File: config.mk
export PLATFORM = sky130hd
export DESIGN_NAME = odo_job_loader
export DESIGN_NICKNAME = d
export VERILOG_FILES = /design/src/rtl/odo_job_pkg.sv /design/src/rtl/odo_word_stage.sv /design/src/rtl/odo_job_loader.sv
export SDC_FILE = /design/constraint.sdc
export NUM_CORES = 2
export LEC_CHECK = 0
export BUFFER_PORTS_ARGS = -buffer_cell sky130_fd_sc_hd__buf_2
export CAP_MARGIN = 20
export CORE_MARGIN = 8
export CORE_UTILIZATION = 42
export CTS_CLUSTER_DIAMETER = 40
export CTS_CLUSTER_SIZE = 30
export DETAILED_ROUTE_END_ITERATION = 12
export PLACE_DENSITY = 0.61
export SLEW_MARGIN = 20
export SYNTH_ARGS = -nofsm -noshare
export SYNTH_HDL_FRONTEND = slang
export SYNTH_SLANG_ARGS = --single-unit
File: constraint.sdc
create_clock -name clk_h -period 3.51 [get_ports clk_h]
set_input_delay 0 -clock clk_h [delete_from_list [all_inputs] [get_ports clk_h]]
set_output_delay 0 -clock clk_h [all_outputs]
set_load 0.01 [all_outputs]
File: src/rtl/odo_job_pkg.sv
`default_nettype none
// ============================================================================
//  Module  : odo_job_pkg
//  Purpose : Shared default geometry for the odocrypt job loader. The words
//            per field and the job tag width match the host block-data
//            format consumed by the hashing pipeline.
//  Ports   : none (package)
//  Rev     : 1.0  initial release
// ============================================================================
package odo_job_pkg;

    localparam int ODO_WORD_W    = 32;  // host word width
    localparam int ODO_HDR_WORDS = 19;  // 608-bit block header
    localparam int ODO_TGT_WORDS = 8;   // 256-bit target
    localparam int ODO_JOB_ID_W  = 4;   // job tag, wraps modulo 16

endpackage : odo_job_pkg
`default_nettype wire

File: src/rtl/odo_word_stage.sv
`default_nettype none
// ============================================================================
//  Module  : odo_word_stage
//  Purpose : One staging field: a word-wide shift register with a saturating
//            word counter. SHIFT_UP=0 inserts at the MSW and shifts toward
//            word 0; SHIFT_UP=1 inserts at word 0 and shifts toward the MSW.
//  Ports   : clk, rst      - clock, synchronous active-high reset
//            din           - word to insert
//            we            - write request
//            clr           - clear the counter (contents left as they are)
//            blk           - suppress any write this cycle
//            data          - staged field, word 0 in the low bits
//            cnt           - words accepted since the last clear
//            full          - registered flag, cnt == WORDS
//            ovr           - write attempted while already full (event)
//  Rev     : 1.0  initial release
// ============================================================================
module odo_word_stage #(
    parameter int WORD_W   = 32,
    parameter int WORDS    = 8,
    parameter bit SHIFT_UP = 1'b0
) (
    input  logic                             clk,
    input  logic                             rst,
    input  logic [WORD_W-1:0]                din,
    input  logic                             we,
    input  logic                             clr,
    input  logic                             blk,
    output logic [WORDS*WORD_W-1:0]          data,
    output logic [$clog2(WORDS+1)-1:0]       cnt,
    output logic                             full,
    output logic                             ovr
);

    localparam int                 c_cnt_w   = $clog2(WORDS + 1);
    localparam logic [c_cnt_w-1:0] c_cnt_max = c_cnt_w'(WORDS);
    localparam logic [c_cnt_w-1:0] c_cnt_one = c_cnt_w'(1);

    logic [WORDS*WORD_W-1:0] r_data;
    logic [c_cnt_w-1:0]      r_cnt;
    logic                    r_full;
    logic [WORDS*WORD_W-1:0] w_shifted;
    logic [c_cnt_w-1:0]      w_cnt_nxt;
    logic                    w_accept;

    generate
        if (SHIFT_UP) begin : g_up
            assign w_shifted[WORD_W-1:0] = din;
            for (genvar i = 1; i < WORDS; i++) begin : g_word
                assign w_shifted[i*WORD_W +: WORD_W] = r_data[(i-1)*WORD_W +: WORD_W];
            end
        end else begin : g_down
            assign w_shifted[(WORDS-1)*WORD_W +: WORD_W] = din;
            for (genvar i = 0; i < WORDS - 1; i++) begin : g_word
                assign w_shifted[i*WORD_W +: WORD_W] = r_data[(i+1)*WORD_W +: WORD_W];
            end
        end
    endgenerate

    // A write against a full field is dropped entirely; blk masks both the
    // write and its overrun report, since the collision is flagged elsewhere.
    assign w_accept  = we & ~blk & ~r_full;
    assign w_cnt_nxt = r_cnt + c_cnt_one;
    assign ovr       = we & ~blk & r_full;

    always_ff @(posedge clk) begin
        if (rst) begin
            r_data <= '0;
            r_cnt  <= '0;
            r_full <= 1'b0;
        end else if (clr) begin
            r_cnt  <= '0;
            r_full <= 1'b0;
        end else if (w_accept) begin
            r_data <= w_shifted;
            r_cnt  <= w_cnt_nxt;
            r_full <= (w_cnt_nxt == c_cnt_max);
        end
    end

    assign data = r_data;
    assign cnt  = r_cnt;
    assign full = r_full;

endmodule : odo_word_stage
`default_nettype wire

File: src/rtl/odo_job_loader.sv
`default_nettype none
// ============================================================================
//  Module  : odo_job_loader
//  Purpose : Stages host words into header/target fields and, on commit of a
//            complete stage, atomically moves them into the active job
//            registers seen by the hashing core. Tags jobs and keeps sticky
//            protocol error flags.
//  Ports   : clk_h, rst_h         - clock, synchronous active-high reset
//            data_in              - host word
//            hdr_we / tgt_we      - write header / target staging
//            commit / abort       - transfer / discard the stage
//            err_clr              - clear sticky error flags
//            header / target      - active job fields
//            job_id / job_valid   - active job tag / load pulse
//            staged_full          - both staging fields complete
//            err_overrun          - write to a full field (sticky)
//            err_incomplete       - commit on an incomplete stage (sticky)
//            err_protocol         - write together with commit/abort (sticky)
//  Rev     : 1.0  initial release
// ============================================================================
module odo_job_loader
    import odo_job_pkg::*;
#(
    parameter int WORD_W    = ODO_WORD_W,
    parameter int HDR_WORDS = ODO_HDR_WORDS,
    parameter int TGT_WORDS = ODO_TGT_WORDS,
    parameter int JOB_ID_W  = ODO_JOB_ID_W
) (
    input  logic                          clk_h,
    input  logic                          rst_h,
    input  logic [WORD_W-1:0]             data_in,
    input  logic                          hdr_we,
    input  logic                          tgt_we,
    input  logic                          commit,
    input  logic                          abort,
    input  logic                          err_clr,
    output logic [HDR_WORDS*WORD_W-1:0]   header,
    output logic [TGT_WORDS*WORD_W-1:0]   target,
    output logic [JOB_ID_W-1:0]           job_id,
    output logic                          job_valid,
    output logic                          staged_full,
    output logic                          err_overrun,
    output logic                          err_incomplete,
    output logic                          err_protocol
);

    localparam int                  c_hcnt_w = $clog2(HDR_WORDS + 1);
    localparam int                  c_tcnt_w = $clog2(TGT_WORDS + 1);
    localparam logic [c_hcnt_w-1:0] c_hmax   = c_hcnt_w'(HDR_WORDS);
    localparam logic [c_tcnt_w-1:0] c_tmax   = c_tcnt_w'(TGT_WORDS);
    localparam logic [JOB_ID_W-1:0] c_id_one = JOB_ID_W'(1);

    logic [HDR_WORDS*WORD_W-1:0] w_hdr_data;
    logic [TGT_WORDS*WORD_W-1:0] w_tgt_data;
    logic [c_hcnt_w-1:0]         w_hcnt;
    logic [c_tcnt_w-1:0]         w_tcnt;
    logic                        w_hdr_full, w_tgt_full;
    logic                        w_hdr_ovr, w_tgt_ovr;
    logic                        w_complete, w_do_commit, w_bad_commit;
    logic                        w_blk, w_clr, w_collide;

    logic [HDR_WORDS*WORD_W-1:0] r_header;
    logic [TGT_WORDS*WORD_W-1:0] r_target;
    logic [JOB_ID_W-1:0]         r_job_id;
    logic                        r_job_valid;
    logic                        r_err_ovr, r_err_inc, r_err_pro;

    // abort outranks commit, and either one swallows any write this cycle.
    assign w_complete   = (w_hcnt == c_hmax) && (w_tcnt == c_tmax);
    assign w_do_commit  = commit & ~abort & w_complete;
    assign w_bad_commit = commit & ~abort & ~w_complete;
    assign w_blk        = commit | abort;
    assign w_clr        = abort | w_do_commit;
    assign w_collide    = (hdr_we | tgt_we) & w_blk;

    odo_word_stage #(
        .WORD_W   (WORD_W),
        .WORDS    (HDR_WORDS),
        .SHIFT_UP (1'b0)
    ) u_hdr_stage (
        .clk  (clk_h),
        .rst  (rst_h),
        .din  (data_in),
        .we   (hdr_we),
        .clr  (w_clr),
        .blk  (w_blk),
        .data (w_hdr_data),
        .cnt  (w_hcnt),
        .full (w_hdr_full),
        .ovr  (w_hdr_ovr)
    );

    odo_word_stage #(
        .WORD_W   (WORD_W),
        .WORDS    (TGT_WORDS),
        .SHIFT_UP (1'b1)
    ) u_tgt_stage (
        .clk  (clk_h),
        .rst  (rst_h),
        .din  (data_in),
        .we   (tgt_we),
        .clr  (w_clr),
        .blk  (w_blk),
        .data (w_tgt_data),
        .cnt  (w_tcnt),
        .full (w_tgt_full),
        .ovr  (w_tgt_ovr)
    );

    always_ff @(posedge clk_h) begin
        if (rst_h) begin
            r_header    <= '0;
            r_target    <= '0;
            r_job_id    <= '0;
            r_job_valid <= 1'b0;
            r_err_ovr   <= 1'b0;
            r_err_inc   <= 1'b0;
            r_err_pro   <= 1'b0;
        end else begin
            r_job_valid <= w_do_commit;
            if (w_do_commit) begin
                r_header <= w_hdr_data;
                r_target <= w_tgt_data;
                r_job_id <= r_job_id + c_id_one;
            end
            // A fresh event in the clear cycle keeps its flag set.
            r_err_ovr <= (r_err_ovr & ~err_clr) | w_hdr_ovr | w_tgt_ovr;
            r_err_inc <= (r_err_inc & ~err_clr) | w_bad_commit;
            r_err_pro <= (r_err_pro & ~err_clr) | w_collide;
        end
    end

    assign header         = r_header;
    assign target         = r_target;
    assign job_id         = r_job_id;
    assign job_valid      = r_job_valid;
    assign staged_full    = w_hdr_full & w_tgt_full;
    assign err_overrun    = r_err_ovr;
    assign err_incomplete = r_err_inc;
    assign err_protocol   = r_err_pro;

endmodule : odo_job_loader
`default_nettype wire
# Word-level counts from Yosys, hierarchy flattened
# Index checks and enable logic that the tools add are counted.
[op_classes]
bitwise = 28
n_div = 0
reduce_logical = 4
order_cmp = 0
n_mul = 0
add_sub_neg = 3
n_eq_ne = 4
shifts = 0
n_mux = 0
[op_table]
columns = ["op", "count"]
rows = [
  ["AND 1 bit", 14],
  ["equality test 5 bit (second input constant)", 2],
  ["adder 4 x 1 -> 4 bit (second input constant)", 2],
  ["equality test 4 bit (second input constant)", 2],
  ["NOT 1 bit", 7],
  ["OR 1 bit", 7],
  ["adder 5 x 1 -> 5 bit (second input constant)", 1],
  ["AND reduction 2 bit", 2],
  ["OR reduction 2 bit", 1],
  ["logical AND 1 bit", 1],
]
[word_totals]
rom_bits = 0
wordCells = 52
ramBits = 0
register_bits = 1747
memories = 0
latchBits = 0
output_inout_bits = 873
inputBits = 39

# Longest topological paths before layout
[depth]
word_depth = 6
ltp_mapped = 8
mapped_depth_nobuf = 5

# Modules after synthesis
# From an unflattened synthesis, not the netlist that was laid out.
[hier_totals]
hier_cells = 7600
area_unflattened_um2 = 59987.5
[modules_own_cells]
columns = ["mod", "area_each_um2", "seq_area_each_um2", "n_inst", "cells_per_inst"]
rows = [
  ["odo_job_loader", 29717.3, 17456.7, 1, 3788],
  ["odo_word_stage at u_hdr_stage", 21122.8, 12291.8, 1, 2675],
  ["odo_word_stage at u_tgt_stage", 9147.5, 5225.0, 1, 1137],
]

# Worst setup path before layout
# OpenSTA, ideal clock, no wires.
[synth_path]
path_kind = "register to register"
start = "register u_hdr_stage.r_cnt[0], in the netlist u_hdr_stage.cnt[0]"
end = "register r_header[121], in the netlist header[121]"
setup_slack_ns = 1.759
stages_incl_launch_ff = 9
path_buffers = 3
required_ns = 3.378
setup_time_ns = 0.132
arrival_ns = 1.619
period_less_slack_ns = 1.751
cell_sequence = "dfxtp_1 -> ha_1 -> and4b_1 -> nand4_1 -> buf_2 -> buf_2 -> buf_2 -> nand2_1 -> a21oi_1"
[synth_between]
elab_chain_len = 3
[synth_lines]
columns = ["item", "line", "text"]
rows = [
  ["start, declared", "odo_word_stage.sv:40", "logic [c_cnt_w-1:0] r_cnt;"],
  ["start signal, assigned", "odo_word_stage.sv:76", "r_cnt <= w_cnt_nxt;"],
  ["equality test 5 bit", "odo_job_loader.sv:69", "assign w_complete = (w_hcnt == c_hmax) && (w_tcnt == c_tmax);"],
  ["logical AND 1 bit", "odo_job_loader.sv:69", ""],
  ["AND 1 bit", "odo_job_loader.sv:70", "assign w_do_commit = commit & ~abort & w_complete;"],
  ["end signal, assigned", "odo_job_loader.sv:122", "r_header <= w_hdr_data;"],
  ["end, declared", "odo_job_loader.sv:62", "logic [HDR_WORDS*WORD_W-1:0] r_header;"],
]
# Every way passes these cells.
# A chain may end at the register's enable or synchronous reset.

# Worst setup path after layout
[layout_path]
start = "register u_hdr_stage.r_full, in the netlist u_hdr_stage.full"
end = "register u_hdr_stage.r_data[601], in the netlist u_hdr_stage.data[601]"
[layout_between]
elab_chain_len = 3
[layout_lines]
columns = ["item", "line", "text"]
rows = [
  ["start, declared", "odo_word_stage.sv:41", "logic r_full;"],
  ["start signal, assigned", "odo_word_stage.sv:77", "r_full <= (w_cnt_nxt == c_cnt_max);"],
  ["NOT 1 bit", "odo_word_stage.sv:62", "assign w_accept = we & ~blk & ~r_full;"],
  ["AND 1 bit", "odo_word_stage.sv:62", ""],
  ["AND reduction 2 bit (no source line)", "--", ""],
  ["end signal, assigned", "odo_word_stage.sv:75", "r_data <= w_shifted;"],
  ["end, declared", "odo_word_stage.sv:39", "logic [WORDS*WORD_W-1:0] r_data;"],
]
# Every way passes these cells.

==> Flow_metrics.wiki <==
{| class="wikitable"
! Metric !! Value
|-
| Result of the run || completed
|-
| Count of state elements after synthesis || 1747
|-
| H-Tree Level Count || 4
|-
| Crit Reg-Reg Endpoint || u_hdr_stage.data[601]$_SDFFE_PP0P_
|-
| Setup repair after global routing missed its margin || no
|-
| Net switching power || around 10 mW
|-
| Count of endpoints failing hold in the final timing report || 0
|-
| First-pass detailed-route iteration total || 6
|-
| Logic gate share of total power || 1.9%
|-
| Post-Syn Area per Cell || slightly below 8 um2
|-
| Clock power share || 52.7%
|-
| Share of the synthesized netlist area taken by xor and xnor gates || less than 1%
|-
| Internal power of the cells || 33.8 mW
|-
| Nets in the synthesized netlist || 7637
|-
| Largest stage delay on the critical path || between 0.6 and 0.7 ns
|-
| Register-to-register path setup slack || ~0.68 ns
|-
| Port Buffer Count || a little over 900
|-
| Per-cell via count in the routed design || roughly 5.1
|-
| Post-detailed-route DRC marker count || 0
|-
| Number of global-route vias before repair || slightly below 50000
|-
| Die extent in y || between 300 and 400 um
|-
| Effective utilization at floorplan || between 40% and 50%
|-
| Violation count after the first detailed-route iteration || ~4400
|-
| Crit path cell chain || nor4b_4 -> dlygate4sd3_1 -> buf_12 -> buf_12 -> nand2_1 -> a21oi_1 -> dlygate4sd3_1
|-
| Final HPWL DP || 140000 um
|-
| Root cell of the clock tree || clkbuf_16
|-
| Number of setup buffers added after CTS || 0
|-
| Worst flop-to-flop path startpoint || u_hdr_stage.full$_SDFFE_PP0P_
|-
| Cell depth of the worst min-delay path || 4
|-
| Tmin final || about 2.8 ns
|-
| Number of cells in the finished layout apart from fillers || 10400
|-
| GRT Util Overall || 24.9%
|-
| Switching part of the total power || approximately 23%
|-
| Core region area || between 0.1 and 0.15 mm2
|-
| Power share of the sequential group || roughly 45%
|-
| Setup violation total in the final timing report || 0
|-
| Antenna Violating Nets Remaining || 0
|-
| Main combinational cell family by area after synthesis || simple AND/OR/NAND/NOR gates
|-
| Number of antenna violations at the first check in global routing || 3
|-
| CP Class || reg2reg
|-
| Post-route clock period utilization || approximately 80%
|-
| Max Clock Skew || between 0.05 and 0.06 ns
|-
| Weighted congestion at the end of routability-driven global placement || between 0.8 and 0.9
|-
| Horizontal extent of the die || just under 400 um
|-
| Growth of design area from synthesis to finish || 24.3%
|-
| Upper clock frequency limit || ~350 MHz
|-
| I/O Pins || 912
|-
| Insertion delay of the later-clocked pin in the worst-skew pair || ~0.83 ns
|-
| Required time of the worst setup path || around 4.3 ns
|-
| Most area-hungry cell type in the Yosys netlist || dfxtp_1
|-
| Arrival time at the worst endpoint || about 3.6 ns
|-
| Wire length the detailed router placed on met1 || ~85000 um
|-
| Multiplexer fraction of the synthesized cell area || 0%
|-
| Post-synth cell types || 32
|-
| Endpoint, Worst Hold || u_hdr_stage.data[591]$_SDFFE_PP0P_
|-
| Max clock buf depth || 3
|-
| Top layer reached by signal wires || met5
|-
| Clock sink total || around 1700
|-
| Pins Over Slew Limit || 0
|-
| Setup_tns || 0 ns
|-
| Total of warnings raised by yosys || 0
|-
| Category of the worst setup path capture point || register
|-
| Cell depth of the worst flop-to-flop path || 7
|-
| Largest net degree at the start of global routing || between 100 and 150
|-
| CTS tree || done
|-
| Post-route design area || 0.0741 mm2
|-
| Maximum resistive drop on vdd || approximately 0.43 mV
|-
| Top post-synthesis cells by area || dfxtp_1 (59%), nand2_1 (22%), a21oi_1 (15%)
|-
| Routed wirelength normalized by instance count || 19.5 um
|-
| Pre-CTS worst setup slack || ~0.96 ns
|-
| Maximum fanout along the worst path || a little under 80
|-
| Top delay family on crit path || buffers and inverters
|-
| Total cell area at the placement stage || 0.0656 mm2
|-
| Area share of the largest cell type after synthesis || between 50% and 60%
|-
| Wire length of the first global-routing pass || between 300000 and 400000 um
|-
| Minimum setup slack in the final design || a little under 0.7 ns
|-
| Synth Instances || 7593
|-
| Routed wl met2 || 95200 um
|-
| Hold_ws || approximately 0.062 ns
|-
| Total number of vias || roughly 53000
|-
| Number of buffers created by CTS || around 220
|-
| Relative max-transition margin || between 30% and 40%
|-
| Proportion of synthesized chip area in sequential cells || 58.7%
|-
| Worst path bufs/invs || 4
|-
| Cell area after technology mapping || 0.0596 mm2
|-
| Max capacitance violation total || 0
|-
| Placed cell count || ~9900
|-
| Row count || approximately 140
|-
| Clock edge transition at the registers on the reported setup and hold paths || about 0.060 ns
|-
| Total wire length after detailed routing || between 200000 and 250000 um
|-
| Post-synthesis share of cell area spent on full adders, half adders and majority gates || 0.105%
|-
| Worst-margin pin slew || 1.02 ns
|-
| Basic-gate share of the synthesized area counting and, or, nand and nor cells || ~22%
|-
| Cell at the slowest stage of the critical path || dlygate4sd3_1
|-
| Area enclosed by the die boundary || 0.154 mm2
|-
| Origin of the worst min-delay path || data_in[15]
|-
| Kind of launch point of the worst setup path || register
|-
| Total global routing overflow || 0
|-
| Final net count || approximately 8400
|-
| Fraction of final layout cells sized beyond drive strength 1 || between 10% and 20%
|-
| Leakage || ~27 nW
|-
| Power density cells || between 500 and 600 mW/mm2
|-
| Compound-cell area share of the yosys netlist || about 15%
|-
| Worst min-delay path category || in2reg
|-
| Met3 Wirelength || between 10000 and 15000 um
|}
-- cells in the mapped netlist --
library cell / count
o21ai_0: 3
nand3_1: 3
nor2b_1: 1
nor4b_1: 1
and4b_1: 1
xnor2_1: 5
a22oi_1: 2
a41oi_1: 1
a31oi_1: 1
o22ai_1: 1
a311oi_1: 1
buf_1: 11
or3_1: 2
nand4_1: 4
a22o_1: 1
nor4b_2: 1
buf_2: 220
buf_4: 7
clkbuf_1: 340
nand3b_1: 2
and2_1: 1
a21oi_1: 1733
inv_1: 6
dfxtp_1: 1747
nor2_1: 16
ha_1: 5
buf_6: 2
a211oi_1: 1
nor3_1: 2
nand2_1: 3465
and4_1: 1
xor2_1: 6
-- through the flow --
stage          power [mW]  util [%]
4_1_cts              44.2      52.4
5_1_grt              45.2      52.5
2_1_floorplan        20.8         -
3_3_place_gp         21.1      46.5
6_report             43.9      52.5
3_5_place_dp         21.1      46.5
-- tightest hold or removal path, stage by stage --
cell and delay (ns):
dlygate4sd3_1 0.52, buf_2 0.18, nand2_1 0.08, a21oi_1 0.05
-- cell families (layout without fill, tap and decap cells) --
group,count (synthesis),count (layout)
buffers and inverters,586,1513
AND/OR/NAND/NOR,3500,3500
flip-flops,1747,1747
adder cells (fa/ha/maj),5,5
other,0,3
XOR/XNOR,11,11
AO/OA/AOI/OAI,1744,1744
-- timing repair --
| action | 4_1_cts | 5_1_grt |
|---|---|---|
| hold buffers | 76 | 0 |
| hold endpoints to repair | 422 | 0 |
| resized for setup | 0 | 0 |
| setup endpoints to repair | 0 | 0 |
-- cell type report --
cell class                 instances  area, um2
fill                           13800      67200
inverter                           6       22.5
clock buffer                     243       5690
antenna                            3       7.51
clock inverter                   161       1980
timing repair buffer            1103       6930
tap                             1890       2360
sequential                      1747      35000
multi-input combinational       5260      22100
-- power groups by stage --
stage               logic [mW]  registers [mW]  clock network [mW]
global route             0.918            19.9                24.4
global placement         0.784            20.3                   0
detailed placement       0.783            20.3                   0
finish                   0.855            19.9                23.1
CTS                      0.852            19.9                23.5
floorplan                0.512            20.3                   0
-- layer usage --
metal / GRT usage (%) / up-vias
met5: 0 / -
met4: 10.0 / 2
met3: 5.75 / 341
met2: 40.4 / 1594
met1: 32.0 / 25100
li1: - / 25900
-- registers in the layout, summed over array words and instances, names as in the netlist --
name,cells
err_incomplete,1
err_overrun,1
err_protocol,1
header,608
job_id,4
job_valid,1
target,256
u_hdr_stage.cnt,5
u_hdr_stage.data,608
u_hdr_stage.full,1
u_tgt_stage.cnt,4
u_tgt_stage.data,256
u_tgt_stage.full,1
-- cells in the final DEF, fill, tap and decap left out, drive strengths merged, types with 2 or more instances in the layout --
cell type / instances
a22oi: 2
nand2: 3465
buf: 1027
dlygate4sd3: 76
a21oi: 1733
or3: 2
clkinvlp: 34
ha: 5
nand4: 4
nand3b: 2
nand3: 3
nor2: 16
clkbuf: 243
bufinv: 24
xor2: 6
dfxtp: 1747
nor4b: 2
xnor2: 5
inv: 52
o21ai: 3
clkinv: 57
diode: 3
nor3: 2
-- worst max-delay path by stage --
stage,startpoint,to,slack (ns),depth (start not counted)
after floorplan,u_hdr_stage.cnt[0]$_SDFFE_PP0P_,header[121]$_SDFFE_PP0P_,1.76,8
after global placement,u_hdr_stage.cnt[0]$_SDFFE_PP0P_,header[105]$_SDFFE_PP0P_,1.06,6
after detailed placement,u_hdr_stage.cnt[0]$_SDFFE_PP0P_,header[78]$_SDFFE_PP0P_,0.96,6
after CTS,u_hdr_stage.full$_SDFFE_PP0P_,u_hdr_stage.data[601]$_SDFFE_PP0P_,0.71,7
after global routing,u_hdr_stage.full$_SDFFE_PP0P_,u_hdr_stage.data[601]$_SDFFE_PP0P_,0.52,7
final,u_hdr_stage.full$_SDFFE_PP0P_,u_hdr_stage.data[601]$_SDFFE_PP0P_,0.68,7
No activity file was read; power rests on OpenSTA's default activity.
